[src/rtl/fetch_pkg.sv]
// Shared types and constants for the instruction fetch front-end.
package fetch_pkg;

  localparam int INSTR_W = 32;
  localparam int PC_W    = 32;
  localparam logic [PC_W-1:0] PC_INC = 32'd4;

  // Fetch sequencer states.
  typedef enum logic [1:0] {
    IDLE = 2'd0,
    REQ  = 2'd1,
    WAIT = 2'd2
  } fetch_state_t;

  // One buffered instruction, tagged with the address it came from.
  typedef struct packed {
    logic [PC_W-1:0]    pc;
    logic [INSTR_W-1:0] instr;
  } fetch_entry_t;

  // A redirect target is misaligned when its byte offset bits are non-zero.
  function automatic logic is_misaligned(input logic [1:0] byte_off);
    return byte_off != 2'b00;
  endfunction

endpackage

[src/rtl/fetch_fifo.sv]
// Small synchronous FIFO of fetch entries between memory response and decode.
// Flush empties it in one cycle and wins over push/pop in the same cycle.
module fetch_fifo
  import fetch_pkg::*;
#(
  parameter int DEPTH = 2
) (
  input  logic                   CLK,
  input  logic                   RESET,
  input  logic                   push,
  input  fetch_entry_t           push_entry,
  input  logic                   pop,
  input  logic                   flush,
  output logic                   full,
  output logic                   empty,
  output logic [$clog2(DEPTH):0] count,
  output fetch_entry_t           head
);

  localparam int AW = $clog2(DEPTH);
  localparam int CW = AW + 1;

  fetch_entry_t    mem [DEPTH];
  logic [AW-1:0]   rd_ptr;
  logic [AW-1:0]   wr_ptr;
  logic            push_ok;
  logic            pop_ok;

  assign full    = (count == CW'(DEPTH));
  assign empty   = (count == '0);
  assign pop_ok  = pop && !empty;
  assign push_ok = push && (!full || pop_ok);
  assign head    = mem[rd_ptr];

  // Pointer and occupancy bookkeeping; DEPTH is a power of two so pointers wrap naturally.
  always_ff @(posedge CLK) begin
    if (RESET || flush) begin
      rd_ptr <= '0;
      wr_ptr <= '0;
      count  <= '0;
    end else begin
      if (push_ok) wr_ptr <= wr_ptr + AW'(1);
      if (pop_ok)  rd_ptr <= rd_ptr + AW'(1);
      case ({push_ok, pop_ok})
        2'b10:   count <= count + CW'(1);
        2'b01:   count <= count - CW'(1);
        default: count <= count;
      endcase
    end
  end

  // Entry storage; contents are only meaningful below count, so no reset is needed.
  always_ff @(posedge CLK) begin
    if (push_ok) mem[wr_ptr] <= push_entry;
  end

endmodule

[src/rtl/instr_fetch.sv]
// Instruction fetch front-end: owns the fetch PC, issues one word-aligned read
// at a time to instruction memory, and buffers returned words toward decode.
//
// Handshakes (request and output channels): a transfer happens on a posedge
// where valid and ready are both high; valid never depends on ready in the
// same cycle, and a raised valid keeps its payload until the transfer occurs
// or a redirect/reset intervenes.
module instr_fetch
  import fetch_pkg::*;
#(
  parameter logic [31:0] RESET_PC   = 32'h0000_0000,
  parameter int          FIFO_DEPTH = 2
) (
  input  logic                        CLK,
  input  logic                        RESET,
  output logic                        imem_req_valid,
  input  logic                        imem_req_ready,
  output logic [PC_W-1:0]             imem_req_addr,
  input  logic                        imem_rsp_valid,
  input  logic [INSTR_W-1:0]          imem_rsp_data,
  input  logic                        redirect_valid,
  input  logic [PC_W-1:0]             redirect_pc,
  output logic                        out_valid,
  input  logic                        out_ready,
  output logic [PC_W-1:0]             out_pc,
  output logic [INSTR_W-1:0]          out_instr,
  output logic                        misalign_err,
  output fetch_state_t                state_dbg,
  output logic [$clog2(FIFO_DEPTH):0] fifo_level_dbg
);

  fetch_state_t    state;
  fetch_state_t    state_next;
  logic [PC_W-1:0] pc;
  logic [PC_W-1:0] pc_next;
  logic [PC_W-1:0] req_pc;
  logic [PC_W-1:0] req_pc_next;
  logic            drop_pending;
  logic            drop_next;
  logic            req_fire;

  logic                        fifo_push;
  logic                        fifo_pop;
  logic                        fifo_full;
  logic                        fifo_empty;
  logic [$clog2(FIFO_DEPTH):0] fifo_count;
  fetch_entry_t                fifo_in;
  fetch_entry_t                fifo_head;

  assign fifo_in.pc    = req_pc;
  assign fifo_in.instr = imem_rsp_data;
  assign fifo_pop      = out_valid && out_ready;

  fetch_fifo #(
    .DEPTH (FIFO_DEPTH)
  ) u_fifo (
    .CLK        (CLK),
    .RESET      (RESET),
    .push       (fifo_push),
    .push_entry (fifo_in),
    .pop        (fifo_pop),
    .flush      (redirect_valid),
    .full       (fifo_full),
    .empty      (fifo_empty),
    .count      (fifo_count),
    .head       (fifo_head)
  );

  // Output side: head of the buffer, forced to zero while empty.
  assign out_valid      = !fifo_empty;
  assign out_pc         = fifo_empty ? '0 : fifo_head.pc;
  assign out_instr      = fifo_empty ? '0 : fifo_head.instr;
  assign state_dbg      = state;
  assign fifo_level_dbg = fifo_count;

  // Next-state, request outputs and buffer push; redirect overrides the PC last.
  always_comb begin
    state_next     = state;
    pc_next        = pc;
    req_pc_next    = req_pc;
    drop_next      = drop_pending;
    imem_req_valid = 1'b0;
    imem_req_addr  = '0;
    req_fire       = 1'b0;
    fifo_push      = 1'b0;
    case (state)
      IDLE: begin
        state_next = REQ;
      end
      REQ: begin
        // Only ask when there is room: one outstanding request plus a free slot
        // guarantees the response can always be pushed.
        imem_req_valid = !fifo_full;
        imem_req_addr  = pc;
        req_fire       = !fifo_full && imem_req_ready;
        if (req_fire) begin
          req_pc_next = pc;
          pc_next     = pc + PC_INC;
          state_next  = WAIT;
          // A redirect in the accept cycle makes this request stale on arrival.
          drop_next   = redirect_valid;
        end
      end
      WAIT: begin
        if (imem_rsp_valid) begin
          fifo_push  = !drop_pending && !redirect_valid;
          drop_next  = 1'b0;
          state_next = REQ;
        end else if (redirect_valid) begin
          drop_next = 1'b1;
        end
      end
      default: begin
        state_next = IDLE;
      end
    endcase
    if (redirect_valid) begin
      pc_next = {redirect_pc[PC_W-1:2], 2'b00};
    end
  end

  // Sequencer state, fetch PC and redirect error flag.
  always_ff @(posedge CLK) begin
    if (RESET) begin
      state        <= IDLE;
      pc           <= RESET_PC;
      req_pc       <= '0;
      drop_pending <= 1'b0;
      misalign_err <= 1'b0;
    end else begin
      state        <= state_next;
      pc           <= pc_next;
      req_pc       <= req_pc_next;
      drop_pending <= drop_next;
      misalign_err <= redirect_valid && is_misaligned(redirect_pc[1:0]);
    end
  end

endmodule

[config.mk]
export PLATFORM = sky130hd
export DESIGN_NAME = instr_fetch
export DESIGN_NICKNAME = d
export VERILOG_FILES = /design/src/rtl/fetch_pkg.sv /design/src/rtl/fetch_fifo.sv /design/src/rtl/instr_fetch.sv
export SDC_FILE = /design/constraint.sdc
export NUM_CORES = 1
export LEC_CHECK = 0
export ABC_AREA = 1
export CORE_MARGIN = 2
export CORE_UTILIZATION = 51
export DETAILED_ROUTE_END_ITERATION = 8
export GPL_TIMING_DRIVEN = 1
export MAX_ROUTING_LAYER = met4
export PLACE_DENSITY = 0.8
export SETUP_SLACK_MARGIN = 0.4
export SLEW_MARGIN = 20
export SYNTH_ARGS = -nofsm -noshare
export SYNTH_HDL_FRONTEND = slang
export SYNTH_SLANG_ARGS = --single-unit
[constraint.sdc]
create_clock -name CLK -period 5.4 [get_ports CLK]
set_input_delay 0.54 -clock CLK [delete_from_list [all_inputs] [get_ports CLK]]
set_output_delay 0.54 -clock CLK [all_outputs]
set_load 0.02 [all_outputs]
==> results of run 1 <==
[logic make-up (layout without fill, tap and decap cells)]
group | count (synthesis) | in the layout
and+or+nand+nor | 395 | 395
DFF | 193 | 193
other | 1 | 4
buffers and inverters | 115 | 277
adders and majority gates | 2 | 2
xor gates and xnor gates | 1 | 1
AOI/OAI and AO/OA | 187 | 187
[area by class of cell]
type	instances	area share, %
clock buffer	25	4.96
clock inverter	7	0.670
inverter	70	2.47
multi-input combinational	589	25.1
sequential	193	48.0
tap	216	2.54
timing repair buffer	175	16.3
[Yosys cell counts, drive strengths merged (6+ instances only)]
| cell | number | area (um2) |
|---|---|---|
| a21oi | 120 | 604 |
| a31oi | 7 | 43.8 |
| buf | 13 | 95.1 |
| clkbuf | 32 | 121 |
| dfxtp | 69 | 1380 |
| edfxtp | 124 | 3720 |
| inv | 70 | 263 |
| nand2 | 259 | 982 |
| nand3 | 47 | 235 |
| nand4 | 6 | 37.5 |
| nor2 | 75 | 333 |
| o21ai | 57 | 285 |
[worst reg2reg max path, stage by stage, from the launching register on]
cell and delay [ps]:
dfxtp_1 420, nand2_1 170, buf_4 270, nor2_4 150, nand2_2 240, inv_2 750
nand2_1 170, a22oi_1 190, a21oi_1 60
[where the power goes]
part / internal (uW) / switching [uW]
Sequential: 1600 / 30.7
Clock: 727 / 516
Combinational: 97.4 / 126
[worst min path at each step]
stage,depth (start not counted),from,slack (ps),endpoint
after global placement,0,req_pc[11],430,u_fifo.mem[0][43]
after CTS,0,req_pc[14],450,u_fifo.mem[0][46]
after floorplan,0,req_pc[3],420,u_fifo.mem[0][35]
final,0,req_pc[20],450,u_fifo.mem[0][52]
after global routing,1,u_fifo.rd_ptr,470,u_fifo.rd_ptr
after detailed placement,0,req_pc[20],440,u_fifo.mem[1][52]
[routing by layer]
layer | track usage, % | vias up
met2 | 37.9 | 272
met3 | 5.62 | 47
met1 | 30.5 | 3111
met5 | - | -
met4 | 9.45 | 0
li1 | - | 3297
[metrics by stage]
| step | area [um2] | hold WS (ps) | util [%] | total power, uW |
|---|---|---|---|---|
| global route | 10600 | 472 | 67.2 | 3200 |
| floorplan | 8230 | 420 | - | 1780 |
| global placement | 10000 | 427 | 63.4 | 1880 |
| detailed placement | 10000 | 438 | 63.4 | 1890 |
| finish | 10600 | 452 | 67.2 | 3100 |
| CTS | 10600 | 454 | 67.2 | 3110 |
[flip-flops by register name, indices dropped and copies added (netlist names), named ones only]
signal,count
pc,30
misalign_err,1
u_fifo.rd_ptr,1
req_pc,30
u_fifo.wr_ptr,1
u_fifo.count,2
u_fifo.mem,124
drop_pending,1
state_dbg,2
==> results.yml, run 1 <==
setup_path:
  rr_startpoint: "state_dbg[0]"
  worst-path-stages: 5
  startpoint_type: "register"
  path_delay_family: "buffers and inverters"
  crit_path_cell_trace: "buf_4, inv_2, nand2_1, a21oi_1, clkdlybuf4s50_1"
  slowest_stage: "inv_2"
  endpoint_kind: "output port"
  endpoint: "out_pc[17]"
  path_max_fanout: 63
  cp_num_buf_inv: 3
  reg2reg_to: "pc[2]"
  cp_slowest_stage_delay_ps: 860
  reg2reg_depth: 8
  cp.required_ps: 4860
  cp.arrival_ps: 2970
  crit_type: "register to output port"
  reg2reg_slack_ps: 2870
clock_network:
  clkTransAtPathRegs_ps: 70
  cts-root-buf: "clkbuf_16"
  postCtsSetupRepairBufs: 0
  h-tree-depth: 4
  cts_resized: 0
  clock_latency_ps: 430
  clockBufferDepth: 2
  postCtsHoldBufs: 0
  cts_sinks: 193
  cts_buffers: 17
  cts_tree: "built"
yosys:
  synth.area.mux_share_pct: 0
  ys_types: 34
  avgSynthCellArea_um2: 9.19
  synthAdderAreaFrac_pct: 0.305
  ys_seq_area_share_pct: 62.1
  synth_seq_cells: 193
  synthSimpleGateAreaFrac_pct: 19.9
  async_reset_ff_share_pct: 0
  synth_top_family_by_area: "simple AND/OR/NAND/NOR gates"
  ys.flop_type: "edfxtp_1"
  yosys_warnings: 0
  synth_xor_area_share_pct: 0.107
  synth_compound_area_share_pct: 11.6
  synth-edff-count: 124
  syn-cell-area_mm2: 0.00822
  syn-instance-count: 894
route:
  wl_um: 19900
  drc: 0
  ant_nets: 0
  wl_met1_um: 8450
  vias: 6727
  met2_length_um: 9410
  dr.max_layer_used: "met4"
  drt-wirelength-per-cell_um: 15.6
  vias_per_cell: 5.28
  first_pass_iters: 5
  drt_iter0_drc: 673
  wl_met3_um: 1610
die:
  start_util_pct: 51.9
  fp.dieW_um: 131
  dieHeight_um: 131
  fp.dieArea_mm2: 0.0171
  rows: 46
  io_pins: 173
  coreArea_mm2: 0.0158
sta:
  drv_slew: 0
  tightest_slew_ps: 1050
  rsz0062_at_grt: "false"
  tns_ps: 0
  min_period_ps: 3510
  max-slew-margin-rel_pct: 29.9
  skew_ps: 9.74
  setup_viol: 0
  clock.fmax_mhz: 285
  finalCritPeriodShare_pct: 65.0
  finalWorstSetupSlack_ps: 1890
  final_hold_viol_count: 0
layout:
  final_common_cell: "nand2_1"
  syn_to_final_growth_pct: 29.5
  multiInputGateArea_mm2: 0.00267
  diodes: 0
  finalNetCount: 1118
  regArea_mm2: 0.00511
  mostFrequentLayoutCells: "nand2_1 (257), clkdlybuf4s50_1 (168), edfxtp_1 (124)"
  final_cells: 1275
  nFillCells: 1238
  drive_gt1_share_pct: 5.48
pwr:
  irDropWorstVdd_v: 0.000248
  power_density_mw_per_mm2: 292
  power.leakage_uw: 0.00381
grt:
  grt_pass1_wl_um: 30600
  grt_pass1_vias: 6143
  antenna_found_initial: 0
  grt_usage_pct: 24.1
  overflow: 0
  grt_max_degree: 65
run_status:
  status: "complete, no violations"
hold_path:
  hold_path.class: "register to register"
job:
  maxCapViolations: 0
placement:
  dp.cells: 1243
  portBuffers: 168
  dpl_worst_slack_ps: 2360
  hpwl_um: 13300
  place_congestion: 0.963
Note: power is estimated with default switching activity, not from simulation.
==> inputs of run 2 (changes only) <==
CORE_UTILIZATION = 46   (was 51)
PLACE_DENSITY = 0.76   (was 0.8)
clock period = 3.09 ns   (was 5.4 ns; I/O delays follow)
==> results.yml, run 2 (same netlist as run 1, synthesis figures left out) <==
setup_path:
  path_max_fanout: 34
  crit_type: "register to output port"
  endpoint_kind: "output port"
  rr_startpoint: "u_fifo.count[0]"
  cp.required_ps: 2780
  cp.arrival_ps: 2230
  reg2reg_depth: 8
  crit_start: "u_fifo.count[0]"
  startpoint_type: "register"
die:
  coreArea_mm2: 0.0174
  fp.dieArea_mm2: 0.0189
  dieHeight_um: 138
  start_util_pct: 47.3
  fp.dieW_um: 138
  io_pins: 173
  rows: 48
route:
  ant_nets: 0
  drc: 0
  drt-wirelength-per-cell_um: 15.4
  vias: 6656
  vias_per_cell: 5.16
  first_pass_iters: 7
  drt_iter0_drc: 488
  wl_um: 19900
grt:
  grt_usage_pct: 21.8
  grt_pass1_wl_um: 30900
  overflow: 0
  grt_max_degree: 63
  antenna_found_initial: 0
  grt_pass1_vias: 6242
clock_network:
  cts_resized: 1
  cts_sinks: 193
  clockBufferDepth: 2
  postCtsSetupRepairBufs: 0
  cts_tree: "built"
  cts-root-buf: "clkbuf_16"
  clkTransAtPathRegs_ps: 70
  h-tree-depth: 4
  clock_latency_ps: 430
  cts_buffers: 17
  postCtsHoldBufs: 0
placement:
  portBuffers: 168
  placed_cell_area_mm2: 0.0101
  place_congestion: 0.918
  hpwl_um: 13500
  dpl_worst_slack_ps: 760
sta:
  final_hold_viol_count: 0
  drv_slew: 0
  tightest_slew_ps: 704
  clock.fmax_mhz: 394
  finalWorstSetupSlack_ps: 549
  tns_ps: 0
  max-slew-margin-rel_pct: 52.9
  rsz0062_at_grt: "false"
  skew_ps: 10.1
  setup_viol: 0
  finalCritPeriodShare_pct: 82.2
  min_period_ps: 2540
pwr:
  clkPwrFrac_pct: 38.7
  power_density_mw_per_mm2: 495
  power_frac_seq_pct: 53.9
  irDropWorstVdd_v: 0.000419
  swShare_pct: 22.7
  p_int_uw: 4100
  power_uw: 5300
  netSwitchingPower_uw: 1200
  combPwrFrac_pct: 7.4
  power.leakage_uw: 0.00383
job:
  maxCapViolations: 0
layout:
  syn_to_final_growth_pct: 30.3
  final_common_cell: "nand2_1"
  drive_gt1_share_pct: 6.02
  finalNetCount: 1123
  largest-register: "u_fifo.mem"
  fin_util_pct: 61.7
  top_regs: "u_fifo.mem x124, pc x30, req_pc x30"
  mostFrequentLayoutCells: "nand2_1 (257), clkdlybuf4s50_1 (168), edfxtp_1 (124)"
  final_area_mm2: 0.0107
  largest_reg_flops: 124
  diodes: 0
hold_path:
  hold_depth: 3
  min_from: "redirect_pc[27]"
  hold_path.class: "input pin to register"
run_status:
  status: "complete, no violations"
## run 2: changes by cell type in the layout (fill, tap and decap cells not counted), sizes merged
cell    delta
bufinv     -1
inv        +2
clkbuf     -3
buf        +4
clkinv     +3
## run 2: metal layers
metal | share of wire (%) | up-vias | GRT usage, %
li1 | - | 3308 | -
met1 | 45 | 3095 | 28.4
met2 | 47 | 225 | 35.1
met3 | 6.5 | 28 | 3.27
met4 | 1.6 | 0 | 7.73
met5 | 0 | - | -
## run 2: path summary, 6_finish.rpt
path,end,slack [ps]
hold / removal,pc[27],440
hold reg to reg,u_fifo.mem[1][42],450
setup / recovery,out_pc[15],550
setup reg to reg,u_fifo.count[1],930
## run 2: metrics by stage
step | hold slack (ps) | cells
floorplan | 408 | 897
global placement | 431 | 1257
detailed placement | 438 | 1257
CTS | 422 | 1289
global route | 450 | 1289
finish | 438 | 1289
## run 2: final cells by class
type | count | area, um2
multi-input combinational | 589 | 2670
tap | 225 | 282
inverter | 70 | 263
clock buffer | 21 | 482
fill | 1497 | 6650
clock inverter | 11 | 80.1
timing repair buffer | 180 | 1830
sequential | 193 | 5110
## run 2: critical path, cell delays in order (launching register included)
cell and delay [ps]:
dfxtp_1 390, nor2_4 470, buf_12 270, a21oi_1 100, clkdlybuf4s50_1 550
## run 2: power groups by stage
stage                     registers [uW]  logic, uW  clock network (uW)
after CTS                           2860        392                2080
after global placement              2910        382                   0
after detailed placement            2910        389                   0
final                               2860        392                2050
after floorplan                     2900        207                   0
after global routing                2860        431                2190
